## config.mk

```make
export PLATFORM = sky130hd
export DESIGN_NAME = pkt_cutter
export DESIGN_NICKNAME = d
export VERILOG_FILES = /design/src/rtl/pkt_cutter_pkg.sv /design/src/rtl/axis_reg_slice.sv /design/src/rtl/pkt_cutter.sv
export SDC_FILE = /design/constraint.sdc
export NUM_CORES = 1
export LEC_CHECK = 0
export BUFFER_PORTS_ARGS = -buffer_cell sky130_fd_sc_hd__buf_2
export CORE_AREA = 2 2 347 349
export CTS_BUF_LIST = sky130_fd_sc_hd__clkbuf_16
export CTS_CLUSTER_SIZE = 20
export DETAILED_ROUTE_END_ITERATION = 12
export DIE_AREA = 0 0 349 351
export PLACE_DENSITY = 0.35
export RECOVER_POWER = 25
export SLEW_MARGIN = 5
export SYNTH_ARGS = -nofsm -noshare
export SYNTH_HDL_FRONTEND = slang
export SYNTH_SLANG_ARGS = --single-unit
```

## constraint.sdc

```tcl
create_clock -name clk -period 18.9 [get_ports clk]
set_clock_uncertainty 0.05 [all_clocks]
set_input_delay 1.89 -clock clk [delete_from_list [all_inputs] [get_ports clk]]
set_output_delay 1.89 -clock clk [all_outputs]
set_load 0.05 [all_outputs]
```

## src/rtl/pkt_cutter_pkg.sv

```systemverilog
// rtl/pkt_cutter_pkg.sv - shared types and helpers for the packet cutter
//
// Purpose: FSM state encoding, word geometry and the tstrb lane-mask helper
//          used by pkt_cutter.
// Ports:   none (package).
package pkt_cutter_pkg;

  localparam int BYTES_PER_WORD = 32;

  typedef enum logic [1:0] {
    FIRST = 2'd0,
    PASS  = 2'd1,
    DROP  = 2'd2
  } cut_state_e;

  // Low last_bytes lanes set; 32 or more yields a full word.
  function automatic logic [BYTES_PER_WORD-1:0] strb_mask(input logic [5:0] last_bytes);
    logic [BYTES_PER_WORD-1:0] m;
    if (last_bytes >= 6'd32) m = '1;
    else                     m = (32'h1 << last_bytes) - 32'h1;
    return m;
  endfunction

endpackage

```

## src/rtl/axis_reg_slice.sv

```systemverilog
// rtl/axis_reg_slice.sv - single-stage stream register with ready handshake
//
// Purpose: registers one stream word; accepts a new word whenever the slot
//          is empty or is being drained in the same cycle.
// Ports:   clk, reset (async, active-high)
//          in_tdata/in_tstrb/in_tuser/in_tlast/in_tvalid -> in_tready
//          out_tdata/out_tstrb/out_tuser/out_tlast/out_tvalid <- out_tready
module axis_reg_slice #(
  parameter int DATA_W = 256,
  parameter int STRB_W = 32,
  parameter int USER_W = 128
) (
  input  logic              clk,
  input  logic              reset,
  input  logic [DATA_W-1:0] in_tdata,
  input  logic [STRB_W-1:0] in_tstrb,
  input  logic [USER_W-1:0] in_tuser,
  input  logic              in_tlast,
  input  logic              in_tvalid,
  output logic              in_tready,
  output logic [DATA_W-1:0] out_tdata,
  output logic [STRB_W-1:0] out_tstrb,
  output logic [USER_W-1:0] out_tuser,
  output logic              out_tlast,
  output logic              out_tvalid,
  input  logic              out_tready
);

  logic [DATA_W-1:0] tdata_q, tdata_d;
  logic [STRB_W-1:0] tstrb_q, tstrb_d;
  logic [USER_W-1:0] tuser_q, tuser_d;
  logic              tlast_q, tlast_d;
  logic              valid_q, valid_d;

  always_comb begin
    in_tready = !valid_q || out_tready;
    tdata_d   = tdata_q;
    tstrb_d   = tstrb_q;
    tuser_d   = tuser_q;
    tlast_d   = tlast_q;
    valid_d   = valid_q;
    if (in_tvalid && in_tready) begin
      tdata_d = in_tdata;
      tstrb_d = in_tstrb;
      tuser_d = in_tuser;
      tlast_d = in_tlast;
      valid_d = 1'b1;
    end else if (out_tready) begin
      valid_d = 1'b0;
    end
  end

  always_ff @(posedge clk or posedge reset) begin
    if (reset) begin
      tdata_q <= '0;
      tstrb_q <= '0;
      tuser_q <= '0;
      tlast_q <= 1'b0;
      valid_q <= 1'b0;
    end else begin
      tdata_q <= tdata_d;
      tstrb_q <= tstrb_d;
      tuser_q <= tuser_d;
      tlast_q <= tlast_d;
      valid_q <= valid_d;
    end
  end

  assign out_tdata  = tdata_q;
  assign out_tstrb  = tstrb_q;
  assign out_tuser  = tuser_q;
  assign out_tlast  = tlast_q;
  assign out_tvalid = valid_q;

endmodule

```

## src/rtl/pkt_cutter.sv

```systemverilog
// rtl/pkt_cutter.sv - truncates stream packets to a programmed byte length
//
// Purpose: optionally cuts each packet to cut_bytes: forces tlast early,
//          masks tstrb on the cut word, drops the tail words and rewrites
//          the tuser length field on the first word.
// Ports:   clk, reset (async, active-high)
//          s_axis_* : input stream (tuser carries length at LEN_POS)
//          m_axis_* : truncated output stream, one register stage
//          cut_en, cut_bytes : sampled on the first word of each packet
//          rst_stats, cut_pkt_cnt : truncated-packet statistics
// Config:  PKT_CUTTER_STATS_EN builds the cut_pkt_cnt counter; otherwise
//          cut_pkt_cnt reads 0 and rst_stats is ignored.
module pkt_cutter
  import pkt_cutter_pkg::*;
#(
  parameter int C_M_AXIS_DATA_WIDTH  = 256,
  parameter int C_S_AXIS_DATA_WIDTH  = 256,
  parameter int C_M_AXIS_TUSER_WIDTH = 128,
  parameter int C_S_AXIS_TUSER_WIDTH = 128,
  parameter int LEN_POS              = 0,
  parameter int CUT_WIDTH            = 16,
  parameter int C_S_AXI_DATA_WIDTH   = 32
) (
  input  logic                              clk,
  input  logic                              reset,
  input  logic [C_S_AXIS_DATA_WIDTH-1:0]    s_axis_tdata,
  input  logic [C_S_AXIS_DATA_WIDTH/8-1:0]  s_axis_tstrb,
  input  logic [C_S_AXIS_TUSER_WIDTH-1:0]   s_axis_tuser,
  input  logic                              s_axis_tvalid,
  input  logic                              s_axis_tlast,
  output logic                              s_axis_tready,
  output logic [C_M_AXIS_DATA_WIDTH-1:0]    m_axis_tdata,
  output logic [C_M_AXIS_DATA_WIDTH/8-1:0]  m_axis_tstrb,
  output logic [C_M_AXIS_TUSER_WIDTH-1:0]   m_axis_tuser,
  output logic                              m_axis_tvalid,
  output logic                              m_axis_tlast,
  input  logic                              m_axis_tready,
  input  logic                              cut_en,
  input  logic [CUT_WIDTH-1:0]              cut_bytes,
  input  logic                              rst_stats,
  output logic [C_S_AXI_DATA_WIDTH-1:0]     cut_pkt_cnt
);

  localparam int STRB_W = C_S_AXIS_DATA_WIDTH / 8;
  localparam int IDX_W  = CUT_WIDTH - 5;

  cut_state_e        state_q, state_d;
  logic [IDX_W-1:0]  word_cnt_q, word_cnt_d;
  logic              cut_active_q, cut_active_d;
  logic [IDX_W-1:0]  last_idx_q, last_idx_d;
  logic [5:0]        last_bytes_q, last_bytes_d;

  logic [15:0]          pkt_len, cut_len16;
  logic [CUT_WIDTH-1:0] cut_m1;
  logic [IDX_W-1:0]     last_idx_now, cur_idx;
  logic [5:0]           last_bytes_now;
  logic                 cut_now, slice_ready, accept, cut_hit;

  logic [C_S_AXIS_DATA_WIDTH-1:0]  slice_tdata;
  logic [STRB_W-1:0]               slice_tstrb;
  logic [C_S_AXIS_TUSER_WIDTH-1:0] slice_tuser;
  logic                            slice_tlast, slice_tvalid;

  // Cut geometry from the live config; only used on a packet's first word.
  assign pkt_len        = s_axis_tuser[LEN_POS +: 16];
  assign cut_len16      = 16'(cut_bytes);
  assign cut_m1         = cut_bytes - 1'b1;
  assign last_idx_now   = cut_m1[CUT_WIDTH-1:5];
  assign last_bytes_now = {1'b0, cut_m1[4:0]} + 6'd1;
  assign cut_now        = cut_en && (cut_bytes != '0) && (pkt_len > cut_len16);

  // Index of the word being accepted in PASS; saturates for oversize packets.
  assign cur_idx = (word_cnt_q == '1) ? word_cnt_q : word_cnt_q + 1'b1;

  // DROP swallows words without touching the output slice.
  assign s_axis_tready = (state_q == DROP) || slice_ready;
  assign accept        = s_axis_tvalid && s_axis_tready;

  always_comb begin
    state_d      = state_q;
    word_cnt_d   = word_cnt_q;
    cut_active_d = cut_active_q;
    last_idx_d   = last_idx_q;
    last_bytes_d = last_bytes_q;
    slice_tvalid = 1'b0;
    slice_tdata  = s_axis_tdata;
    slice_tstrb  = s_axis_tstrb;
    slice_tuser  = s_axis_tuser;
    slice_tlast  = s_axis_tlast;
    cut_hit      = 1'b0;
    case (state_q)
      FIRST: begin
        if (accept) begin
          cut_active_d = cut_now;
          last_idx_d   = last_idx_now;
          last_bytes_d = last_bytes_now;
          word_cnt_d   = '0;
          slice_tvalid = 1'b1;
          if (cut_now) slice_tuser[LEN_POS +: 16] = cut_len16;
          if (cut_now && last_idx_now == '0) begin
            slice_tlast = 1'b1;
            slice_tstrb = strb_mask(last_bytes_now);
            cut_hit     = 1'b1;
            state_d     = s_axis_tlast ? FIRST : DROP;
          end else begin
            state_d     = s_axis_tlast ? FIRST : PASS;
          end
        end
      end
      PASS: begin
        if (accept) begin
          word_cnt_d   = cur_idx;
          slice_tvalid = 1'b1;
          if (cut_active_q && cur_idx == last_idx_q) begin
            slice_tlast = 1'b1;
            slice_tstrb = s_axis_tstrb & strb_mask(last_bytes_q);
            cut_hit     = 1'b1;
            state_d     = s_axis_tlast ? FIRST : DROP;
          end else if (s_axis_tlast) begin
            state_d     = FIRST;
          end
        end
      end
      DROP: begin
        if (accept && s_axis_tlast) state_d = FIRST;
      end
      default: state_d = FIRST;
    endcase
  end

  always_ff @(posedge clk or posedge reset) begin
    if (reset) begin
      state_q      <= FIRST;
      word_cnt_q   <= '0;
      cut_active_q <= 1'b0;
      last_idx_q   <= '0;
      last_bytes_q <= '0;
    end else begin
      state_q      <= state_d;
      word_cnt_q   <= word_cnt_d;
      cut_active_q <= cut_active_d;
      last_idx_q   <= last_idx_d;
      last_bytes_q <= last_bytes_d;
    end
  end

  axis_reg_slice #(
    .DATA_W (C_S_AXIS_DATA_WIDTH),
    .STRB_W (STRB_W),
    .USER_W (C_S_AXIS_TUSER_WIDTH)
  ) u_out_slice (
    .clk        (clk),
    .reset      (reset),
    .in_tdata   (slice_tdata),
    .in_tstrb   (slice_tstrb),
    .in_tuser   (slice_tuser),
    .in_tlast   (slice_tlast),
    .in_tvalid  (slice_tvalid),
    .in_tready  (slice_ready),
    .out_tdata  (m_axis_tdata),
    .out_tstrb  (m_axis_tstrb),
    .out_tuser  (m_axis_tuser),
    .out_tlast  (m_axis_tlast),
    .out_tvalid (m_axis_tvalid),
    .out_tready (m_axis_tready)
  );

`ifdef PKT_CUTTER_STATS_EN
  logic [C_S_AXI_DATA_WIDTH-1:0] cnt_q, cnt_d;

  // A clear wins over a same-cycle increment.
  always_comb begin
    cnt_d = cnt_q;
    if (rst_stats)    cnt_d = '0;
    else if (cut_hit) cnt_d = cnt_q + 1'b1;
  end

  always_ff @(posedge clk or posedge reset) begin
    if (reset) cnt_q <= '0;
    else       cnt_q <= cnt_d;
  end

  assign cut_pkt_cnt = cnt_q;
`else
  logic unused_stats;
  assign unused_stats = rst_stats ^ cut_hit;
  assign cut_pkt_cnt  = '0;
`endif

endmodule
```

==> run summary <==
## Global route
• 19885 — via count of the first global-routing pass
• 15.3% — Total GRT Usage
• 140000 um — wire length of the first global-routing pass
• 22 — number of antenna violations at the first check in global routing
• 140 — largest net degree at the start of global routing
• 0 — total global routing overflow

## Power and ir drop
• 0.0891 mV — worst supply voltage drop on vdd
• 34.6% — share of power burned in registers
• 42.1% — proportion of total power due to net switching
• 31.8% — share of power burned in the clock network
• 1480 uW — Switching Power
• 122 nW/um^2 — P per Cell Area
• 2030 uW — Internal
• 33.6% — Gate power share
• 0.0149 uW — leakage power total

## Layout
• 35.7% — P&R area growth vs syn
• 27.2% — share of final-layout standard cells stronger than drive strength 1
• 3808 — Total Nets Final

## Synthesis
• 9.74% — compound-cell area share of the yosys netlist
• 2544 — post-synthesis cell count
• 0 — number of flops mapped to enable cells by yosys
• 1.48% — xor-xnor portion of the synthesized cell area
• sky130_fd_sc_hd__nand2_1, sky130_fd_sc_hd__dfrtp_1, sky130_fd_sc_hd__clkbuf_1, sky130_fd_sc_hd__nor2_1, sky130_fd_sc_hd__a21oi_1 — cell types with the highest counts after synthesis
• 100% — async set-reset flop share out of synthesis
• 53.1% — share of the yosys chip area belonging to registers
• 90 — number of library cell types mapped by synthesis
• sky130_fd_sc_hd__dfrtp_1, sky130_fd_sc_hd__nand2_1, sky130_fd_sc_hd__clkbuf_1 — main area contributors after synthesis
• 8.31 sq um — syn avg cell area
• 29.3% — fraction of the mapped netlist area in simple logic gates
• 0.562% — fraction of synthesized area in multiplexers
• sky130_fd_sc_hd__nand2_1 — most frequently used cell type in the post-synthesis netlist
• simple AND/OR/NAND/NOR gates — main combinational cell family by area after synthesis
• 449 — flops & latches, synth
• sky130_fd_sc_hd__dfrtp_1 — predominant post-synthesis flop cell
• 21200 sq um — Syn Std Cell Area
• 1.54% — Adder-Cell Fraction of Synth Area
• 0 — Synthesis Warnings
• sky130_fd_sc_hd__dfrtp_1 — largest area contributor in the netlist
• 53.1% — portion of synthesized cell area occupied by the leading cell type

## Run
• 6 — total of max-cap violations

## Clock network
• 0.65 ns — clock latency on the worst-skew pair
• 58 — clock buffers created by TritonCTS
• 0 — Resized Gates After CTS
• sky130_fd_sc_hd__clkbuf_16 — Clock Root Buffer
• 0 — postcts setup bufs
• 3 — clock tree buffer depth
• 0.05 ns — clock transition at the register clock pins on the worst setup and hold paths after CTS
• 0 — count of hold-fix buffers inserted at cts
• 2 — H-tree depth
• done — CTS tree
• 449 — total clock sinks

## STA
• -222% — Slew HR
• false — unrepaired setup endpoints after global routing
• 0.134 GHz — upper clock frequency limit
• 4.81 ns — slew at the pin closest to its max-slew limit
• 339 — Final Max Slew Viols
• 11.46 ns — post-layout worst setup margin
• 0 ns — setup TNS
• 0 — Final setup viols
• 7.44 ns — Final Critical Period
• 39.3% — share of the cycle needed by the critical path after routing
• 0 — total count of hold-check failures in the final report

## Floorplanning
• 119000 sq um — Core ar.
• 122000 sq um — full die area
• 127 — number of rows created at floorplan
• 349 um — DIE WIDTH
• 351 um — Die Height
• 890 — number of ports placed on the die boundary
• 17.8% — Starting Density

## Hold path
• flop to flop — worst hold path class

## Drt
• 97800 um — total wirelength of the detailed-routed design
• 4.12 — Vias/cell
• 1280 — initial detailed-routing violation count
• 20368 — vias
• 5 — Pre-Repair DR Iteration Count
• 0 — drc violations
• 0 — DRT antenna net count
• 19.8 um — post-DR wirelength/cell

## Worst setup path
• 8.08 ns — arrival time at the worst endpoint
• 19.55 ns — critical path required time
• asynchronous set/reset pin — Setup crit end kind
• input port — element type at the critical path start
• 102 — biggest fanout along the worst timing path
• input port to asynchronous set/reset pin — worst setup path class

## Place
• 856 — Port Buf Inserts
• 12.54 ns — pre-CTS worst setup slack
• 0.803 — global placer's final weighted congestion
• 74500 um — post-DP HPWL

## Status
• max-capacitance violations, max-slew violations — failing checks
• finished, violations left — status

-- worst paths after layout --
kind                       cells past startpoint                          to                  startpoint  slack, ns
hold reg to reg                                2  u_out_slice.out_tdata[217]  u_out_slice.out_tdata[217]       0.41
setup / recovery                               5   u_out_slice.out_tdata[31]                       reset      11.46
min in group asynchronous                      2  u_out_slice.out_tdata[180]                       reset       2.68
setup reg to reg                               6   u_out_slice.out_tuser[41]                  state_q[1]      13.78
max in group clk                              16   u_out_slice.out_tstrb[20]                cut_bytes[0]      12.70
hold / removal                                 2  u_out_slice.out_tdata[217]  u_out_slice.out_tdata[217]       0.41
-- critical path, cell delays in order --
cell                         delay [ns]
sky130_fd_sc_hd__buf_2             0.10
sky130_fd_sc_hd__clkinvlp_2        2.66
sky130_fd_sc_hd__clkbuf_1          1.77
sky130_fd_sc_hd__buf_4             0.77
sky130_fd_sc_hd__buf_4             0.69
-- per-layer routing --
metal	part of all wire, %	GRT usage, %	up-vias	wire [um]
met3	7.5	4.66	117	7340
met4	2.4	4.26	20	2330
met2	48	24.8	663	46500
met5	0.13	0	-	128
met1	42	19.6	9755	41500
li1	-	-	9813	-
-- power groups by stage --
stage	combinational, uW	clock, uW	sequential (uW)
4_1_cts	1200	1160	1210
2_1_floorplan	363	0	1690
3_3_place_gp	1210	0	1230
5_1_grt	1270	1200	1240
6_report	1180	1120	1210
3_5_place_dp	1200	0	1230
-- per-stage QoR --
step | area [sq um] | util (%) | hold WS (ns) | cells | total power, uW
6_report | 28700 | 24.1 | 0.415 | 4943 | 3510
3_3_place_gp | 26900 | 22.6 | 0.405 | 4831 | 2440
3_5_place_dp | 26900 | 22.6 | 0.406 | 4831 | 2430
4_1_cts | 28800 | 24.2 | 0.420 | 4934 | 3580
5_1_grt | 28700 | 24.1 | 0.436 | 4941 | 3710
2_1_floorplan | 21300 | - | 0.397 | 2575 | 2050
-- state kept, by name, indices dropped and copies added (netlist names), 2 cells and up --
name,flops
u_out_slice.out_tstrb,32
last_bytes_q,6
word_cnt_q,11
u_out_slice.out_tuser,128
u_out_slice.out_tdata,256
state_q,2
last_idx_q,11
-- cell families (layout without fill, tap and decap cells) --
family                     count (synthesis)  after routing
and+or+nand+nor                         1502           1502
buffers and inverters                    205           1016
other                                      1             41
xor gates and xnor gates                  35             35
DFF                                      449            449
muxes                                     11             11
AOI/OAI and AO/OA                        315            315
adders and majority gates                 26             26
-- placed cells by master, fill, tap and decap left out, types with 14 or more instances in the layout --
cell                        count
sky130_fd_sc_hd__nand2_1     1211
sky130_fd_sc_hd__a21oi_1       90
sky130_fd_sc_hd__o21ai_0       71
sky130_fd_sc_hd__o31ai_1       21
sky130_fd_sc_hd__clkbuf_16     59
sky130_fd_sc_hd__nor2_1        95
sky130_fd_sc_hd__clkbuf_1      85
sky130_fd_sc_hd__xnor2_1       27
sky130_fd_sc_hd__and2_1        14
sky130_fd_sc_hd__nor2b_1       14
sky130_fd_sc_hd__o211ai_1      14
sky130_fd_sc_hd__dfrtp_1      449
sky130_fd_sc_hd__conb_1        32
sky130_fd_sc_hd__nand4_1       19
sky130_fd_sc_hd__nor3_1        27
sky130_fd_sc_hd__buf_2        775
sky130_fd_sc_hd__nand3_1       29
sky130_fd_sc_hd__inv_1         37
sky130_fd_sc_hd__ha_1          26
sky130_fd_sc_hd__buf_4         25
-- final cells by class --
cell class / instances / area [sq um]
clock inverters: 44 / 397
multi-input cells: 1921 / 9130
well taps: 1548 / 1940
repair buffers: 886 / 4410
inverters: 27 / 103
flip-flops and latches: 449 / 11200
diodes: 9 / 22.5
fillers: 13487 / 90300
clock buffers: 59 / 1480
No activity file was read; power rests on OpenSTA's default activity.
